### src/rtl/addertree_23_6_ppa_brent_kung.sv
// Six-operand unsigned adder: 3-level carry-save tree of full adders feeding a Brent-Kung prefix adder.
// Define ADDERTREE_OUT_REG_EN to register S (1-cycle latency, async active-high reset); default is combinational.
module addertree_23_6_ppa_brent_kung #(
    parameter int width = 23
) (
    input  logic               clk,
    input  logic               rst,
    input  logic [width:1]     A1,
    input  logic [width:1]     A2,
    input  logic [width:1]     A3,
    input  logic [width:1]     A4,
    input  logic [width:1]     A5,
    input  logic [width:1]     A6,
    output logic [width+3:1]   S
);

    localparam int W3  = width + 3;
    localparam int LVL = $clog2(W3);

    function automatic logic [W3-1:0] xor3(input logic [W3-1:0] a, b, c);
        return a ^ b ^ c;
    endfunction

    function automatic logic [W3-1:0] maj3(input logic [W3-1:0] a, b, c);
        return (a & b) | (a & c) | (b & c);
    endfunction

    logic [W3-1:0] op1, op2, op3, op4, op5, op6;
    logic [W3-1:0] s1, c1, s2, c2, s3, c3, s4, c4;
    logic [W3-1:0] c1_sh, c2_sh, c3_sh;
    logic [W3-1:0] x_vec, y_vec;
    logic [W3-1:0] p_bit, carry;
    logic [W3-1:0] s_d;

    assign op1 = {3'b000, A1};
    assign op2 = {3'b000, A2};
    assign op3 = {3'b000, A3};
    assign op4 = {3'b000, A4};
    assign op5 = {3'b000, A5};
    assign op6 = {3'b000, A6};

    // Carry-save reduction 6 -> 4 -> 3 -> 2; carries move up one weight at each level.
    assign s1    = xor3(op1, op2, op3);
    assign c1    = maj3(op1, op2, op3);
    assign s2    = xor3(op4, op5, op6);
    assign c2    = maj3(op4, op5, op6);
    assign c1_sh = {c1[W3-2:0], 1'b0};
    assign c2_sh = {c2[W3-2:0], 1'b0};
    assign s3    = xor3(s1, c1_sh, s2);
    assign c3    = maj3(s1, c1_sh, s2);
    assign c3_sh = {c3[W3-2:0], 1'b0};
    assign s4    = xor3(s3, c3_sh, c2_sh);
    assign c4    = maj3(s3, c3_sh, c2_sh);
    assign x_vec = s4;
    assign y_vec = {c4[W3-2:0], 1'b0};

    assign p_bit = x_vec ^ y_vec;

    always_comb begin : bk_prefix
        logic [W3-1:0] gv;
        logic [W3-1:0] pv;
        gv = x_vec & y_vec;
        pv = p_bit;
        // Up-sweep: black cells at positions whose span ends on a 2*stride boundary.
        for (int l = 0; l < LVL; l++) begin
            for (int i = 0; i < W3; i++) begin
                if ((((i + 1) % (2 << l)) == 0) && (i >= (1 << l))) begin
                    gv[i] = gv[i] | (pv[i] & gv[i - (1 << l)]);
                    pv[i] = pv[i] & pv[i - (1 << l)];
                end
            end
        end
        // Down-sweep: grey cells complete the prefixes skipped by the up-sweep.
        for (int l = LVL - 2; l >= 0; l--) begin
            for (int i = 0; i < W3; i++) begin
                if ((((i + 1) % (2 << l)) == (1 << l)) && (i >= (2 << l))) begin
                    gv[i] = gv[i] | (pv[i] & gv[i - (1 << l)]);
                end
            end
        end
        carry = gv;
    end

    // NOTE: every always_comb output is fully assigned on every path, so no latch can be inferred.
    always_comb begin
        s_d         = '0;
        s_d[0]      = p_bit[0];
        s_d[W3-1:1] = p_bit[W3-1:1] ^ carry[W3-2:0];
    end

`ifdef ADDERTREE_OUT_REG_EN
    logic [W3-1:0] s_q;
    logic          msb_unused;

    // NOTE: sequential state is written only with non-blocking assignments.
    always_ff @(posedge clk or posedge rst) begin
        if (rst) begin
            s_q <= '0;
        end else begin
            s_q <= s_d;
        end
    end

    assign S = s_q;
    assign msb_unused = ^{c1[W3-1], c2[W3-1], c3[W3-1], c4[W3-1], carry[W3-1]};
`else
    logic msb_unused;

    assign S = s_d;
    // Top carries are provably zero for legal inputs; clk/rst are idle in this build.
    assign msb_unused = ^{c1[W3-1], c2[W3-1], c3[W3-1], c4[W3-1], carry[W3-1], clk, rst};
`endif

endmodule

### config.mk
export PLATFORM = sky130hd
export DESIGN_NAME = addertree_23_6_ppa_brent_kung
export DESIGN_NICKNAME = d
export VERILOG_FILES = /design/src/rtl/addertree_23_6_ppa_brent_kung.sv
export SDC_FILE = /design/constraint.sdc
export NUM_CORES = 1
export LEC_CHECK = 0
export ABC_AREA = 1
export BUFFER_PORTS_ARGS = -buffer_cell sky130_fd_sc_hd__buf_2
export CAP_MARGIN = 20
export CORE_MARGIN = 2
export CORE_UTILIZATION = 52
export DETAILED_ROUTE_END_ITERATION = 7
export GPL_TIMING_DRIVEN = 0
export PLACE_DENSITY_LB_ADDON = 0.1
export SYNTH_ARGS = -nofsm -noshare
export SYNTH_HDL_FRONTEND = slang
export SYNTH_SLANG_ARGS = --single-unit
### constraint.sdc
create_clock -name vclk -period 5.6
set_input_delay 0.28 -clock vclk [all_inputs]
set_output_delay 0.28 -clock vclk [all_outputs]
set_load 0.02 [all_outputs]
Word level (Yosys, flattened, before mapping)
Cells that the tools add are included.

cells by class
  bitwise operators = 133

operators with widths
  kind                           number
  bitwise AND 23 bit             7
  bitwise OR 23 bit              4
  bitwise XOR 23 bit             4
  bitwise AND 1 bit              60
  bitwise OR 1 bit               42
  bitwise XOR 25 x 26 -> 26 bit  1
  bitwise AND 24 x 25 -> 25 bit  1
  bitwise AND 25 x 24 -> 25 bit  1
  bitwise AND 25 bit             1
  bitwise OR 25 x 24 -> 25 bit   1
  bitwise OR 25 bit              1
  bitwise XOR 24 x 25 -> 25 bit  1
  bitwise XOR 25 x 24 -> 25 bit  1
  bitwise XOR 25 bit             1
  bitwise AND 23 x 24 -> 24 bit  1
  bitwise AND 24 x 23 -> 24 bit  1
  bitwise AND 24 bit             1
  bitwise OR 24 x 23 -> 24 bit   1
  bitwise OR 24 bit              1
  bitwise XOR 23 x 24 -> 24 bit  1
  bitwise XOR 24 x 23 -> 24 bit  1

storage, ports and cells
  register bits after elaboration = 0
  output and inout bits = 26
  logic and storage cells = 133

Logic depth before layout (Yosys ltp)
  depth after elaboration = 25
  mapped depth = 21
  gate-level depth less buffers = 21

Worst setup path before layout
No wires, ideal clock.

  path type = input to output
  start = in A4[3] (netlist bit)
  end = out S[24] (netlist bit)
  arrival = 3925 ps
  data required time = 5320 ps
  slack = 1395 ps
  cell stages on the path = 19
  buffers on the path = 0
  path through = fa_1 -> inv_1 -> fa_1 -> fa_1 -> inv_1 -> ha_1 -> fa_1 -> nand2_1 -> nand2_1 -> nand3b_1 -> nand2_2 -> nand2_1 -> nand2_1 -> nand2_1 -> nand2_2 -> nand2_1 -> nand2_1 -> fa_1 -> xor2_1

on the way
  word-level cells in the longest chain between the ends = 23
  elaborated cells on any way between the ends = 42
  classes of those cells = bitwise (42)

ends and longest elaborated chain
  what                              RTL line  source
  from (decl)                       11        input logic [width:1] A4,
  bitwise XOR 23 bit (2 in series)  21        return a ^ b ^ c;
  bitwise AND 23 bit                25        return (a & b) | (a & c) | (b & c);
  bitwise OR 24 x 23 -> 24 bit      25
  bitwise OR 24 bit                 25
  bitwise AND 24 x 25 -> 25 bit     25
  bitwise OR 25 x 24 -> 25 bit      25
  bitwise OR 25 bit                 25
  bitwise AND 25 bit                62        gv = x_vec & y_vec;
  [6 not listed]                    n/a
  bitwise OR 1 bit *                68        gv[i] = gv[i] | (pv[i] & gv[i - (1 << l)]);
  bitwise AND 1 bit *               77        gv[i] = gv[i] | (pv[i] & gv[i - (1 << l)]);
  bitwise OR 1 bit *                77
  bitwise AND 1 bit *               77
  bitwise OR 1 bit *                77
  bitwise AND 1 bit *               77
  bitwise OR 1 bit *                77
  bitwise XOR 25 bit *              88        s_d[W3-1:1] = p_bit[W3-1:1] ^ carry[W3-2:0];
  to (decl)                         14        output logic [width+3:1] S

Mark *: on every way between the ends. The rest lies on a longest branch, timed or not.

Worst setup path after layout
Same ends and word-level chain as after synthesis.

==> impl_metrics.ini <==
[status]
status = finished, final reports clean

[final_layout]
stdcell_area_sq_mm = 0.004128
n_fill_cell = 517
design.seq.count = 0
layout_common_cells = buf_2, inv_1, fa_1
clock_buffers = 0
final_nets = 765
drive_above_1_share_pct = 34.14
multi_input_area_sq_mm = 0.002654
final_common_cell = buf_2
area_delta_synth_final_pct = 28.47
antenna_cells = 0
seqCellArea_sq_um = 0

[place]
post_dp_cell_area_sq_mm = 0.004128
gp_congestion = 0.7249
dpl.hpwl_mm = 5.780
port_buffers = 164
dp_slack_ns = 1.117

[setup_path]
crit_fanout = 3
crit_chain = buf_2 > fa_1 > inv_1 > fa_1 > fa_1 > inv_1 > ha_1 > fa_1 > nand2_1 > nand2_1 > nand3b_1 > nand2_2 > nand2_1 > nand2_1 > nand2_1 > nand2_2 > nand2_1 > nand2_1 > fa_1 > xor2_1 > buf_2
worstSetupStartpoint = A4[3]
crit_end = S[24]
crit_family = adder cells
cp-end-kind = primary output
path_depth = 21
crit_required_ns = 5.32
cp_common_cell = nand2_1
crit_path_top_delay_cell = fa_1
critPathArrivalTime_ns = 4.19
criticalPathCategory = in -> out
worst-path-buf-inv = 4
cpPeakStageDelay_ns = 0.52
cp-start-kind = primary input

[floorplanning]
pin_count = 166
start_util_pct = 53.95
dieArea_sq_mm = 0.006824
core_area_sq_mm = 0.005956
die_h_um = 82.61
die_x_um = 82.61
rows = 28

[sta]
grt_setup_unrepaired = no
worst_slew_pin_slew_ns = 0.2137
setup_viol = 0
fin_ws_ns = 1.128
slew_headroom_pct = 85.69
hold_viol = 0
fmax_ghz = 0.2236
period_needed_ns = 4.472
final.setup.tns_ns = 0
final_max_slew_viol_count = 0
whs_ns = 1.062
fin_crit_sh_pct = 79.86

[synth]
synth_cell_types = 18
ys_top_cells_by_area = fa_1, inv_1, ha_1
ys_warn_count = 0
ys_seq_area_share_pct = 0
synth_area_leader_cell = fa_1
synth_cells = 334
syn_nets = 599
avgSynthCellArea_sq_um = 9.620
synth.top_cell.area_share_pct = 63.55
netlist_area_sq_mm = 0.003213

[clock_tree]
hold_buffers = 0
post-cts-setup-buffers = 0
cts_resized = 0

[global_route]
grt-ovfl-total = 0
grtUsageTotal_pct = 17.62
grt_pass1_vias = 2579
antenna_found_initial = 0
grt_pass1_wl_mm = 9.694
grt_max_degree = 5

[route]
ant_nets = 0
wl_per_cell_um = 9.946
dr.first_iter.drc_count = 32
dr.pass1.iters = 4
vias = 2506
viasPerCell = 4.373
drc_errors = 0
routed_wl_mm = 5.699

[hold_path]
min_path_type = in -> out
worstHoldStart = A3[1]

[pwr]
irDropWorstVdd_mv = 0.4106
power_density_mw_per_mm2 = 491.2
power.leakage_nw = 2.500

[job]
drv_cap = 0
## how the worst min path moves through the flow
stage	end	slack, ns	depth (start not counted)
finish	S[1]	1.06	4
global route	S[1]	1.11	4
CTS	S[1]	1.07	4
detailed placement	S[1]	1.06	4
global placement	S[1]	1.07	4
floorplan	S[1]	0.91	2
## stage by stage
step,utilization [%],power (mW),instances
after global routing,69.31,2.319,573
after global placement,69.31,2.008,573
after floorplan,-,1.498,334
final,69.31,2.027,573
after CTS,69.31,2.076,573
after detailed placement,69.31,2.064,573
## kinds of logic after synthesis
kind of cell | Yosys count | synth area share, %
and+or+nand+nor | 38 | 5.062
AOI/OAI and AO/OA | 12 | 2.297
xor gates and xnor gates | 10 | 2.726
adders and majority gates | 125 | 72.51
buffers and inverters | 149 | 17.41
## cell type report
class                      count  share of cell area (%)
timing repair buffer         164                   19.88
inverter                     149                   13.55
tap                           75                   2.273
multi-input combinational    185                   64.29
## synthesized netlist by cell type
library cell    n
fa_1          102
inv_1         149
a211oi_1        1
a31oi_1         1
nand2_2         4
nand3b_1        1
xor2_1          4
a21oi_1         7
o21bai_1        1
o21ai_1         1
nand2_1        24
a211oi_2        1
ha_1           23
nor2_1          6
nand3_1         1
xnor2_1         6
nor2_2          1
or2_1           1
## where the power goes
part           switching (mW)  internal, mW  total, mW  leakage, nW
Clock                       0             0          0            0
Sequential                  0             0          0            0
Combinational            1.26         0.771       2.03         2.50
Total                    1.26         0.771       2.03         2.50
## worst min-delay path: cells and delay by family
| kind | cells | cell delay, ns |
|---|---|---|
| buffers and inverters | 2 | 0.23 |
| adders and majority gates | 2 | 0.26 |
## metal layers
layer | up-vias | share of wire, % | track usage [%]
li1 | 1224 | - | -
met1 | 1188 | 33 | 19.99
met2 | 90 | 57 | 36.37
met3 | 4 | 9.7 | 2.065
met4 | 0 | 0.54 | 0.9836
met5 | - | 0 | 0
Power figures use the tool's default switching activity.
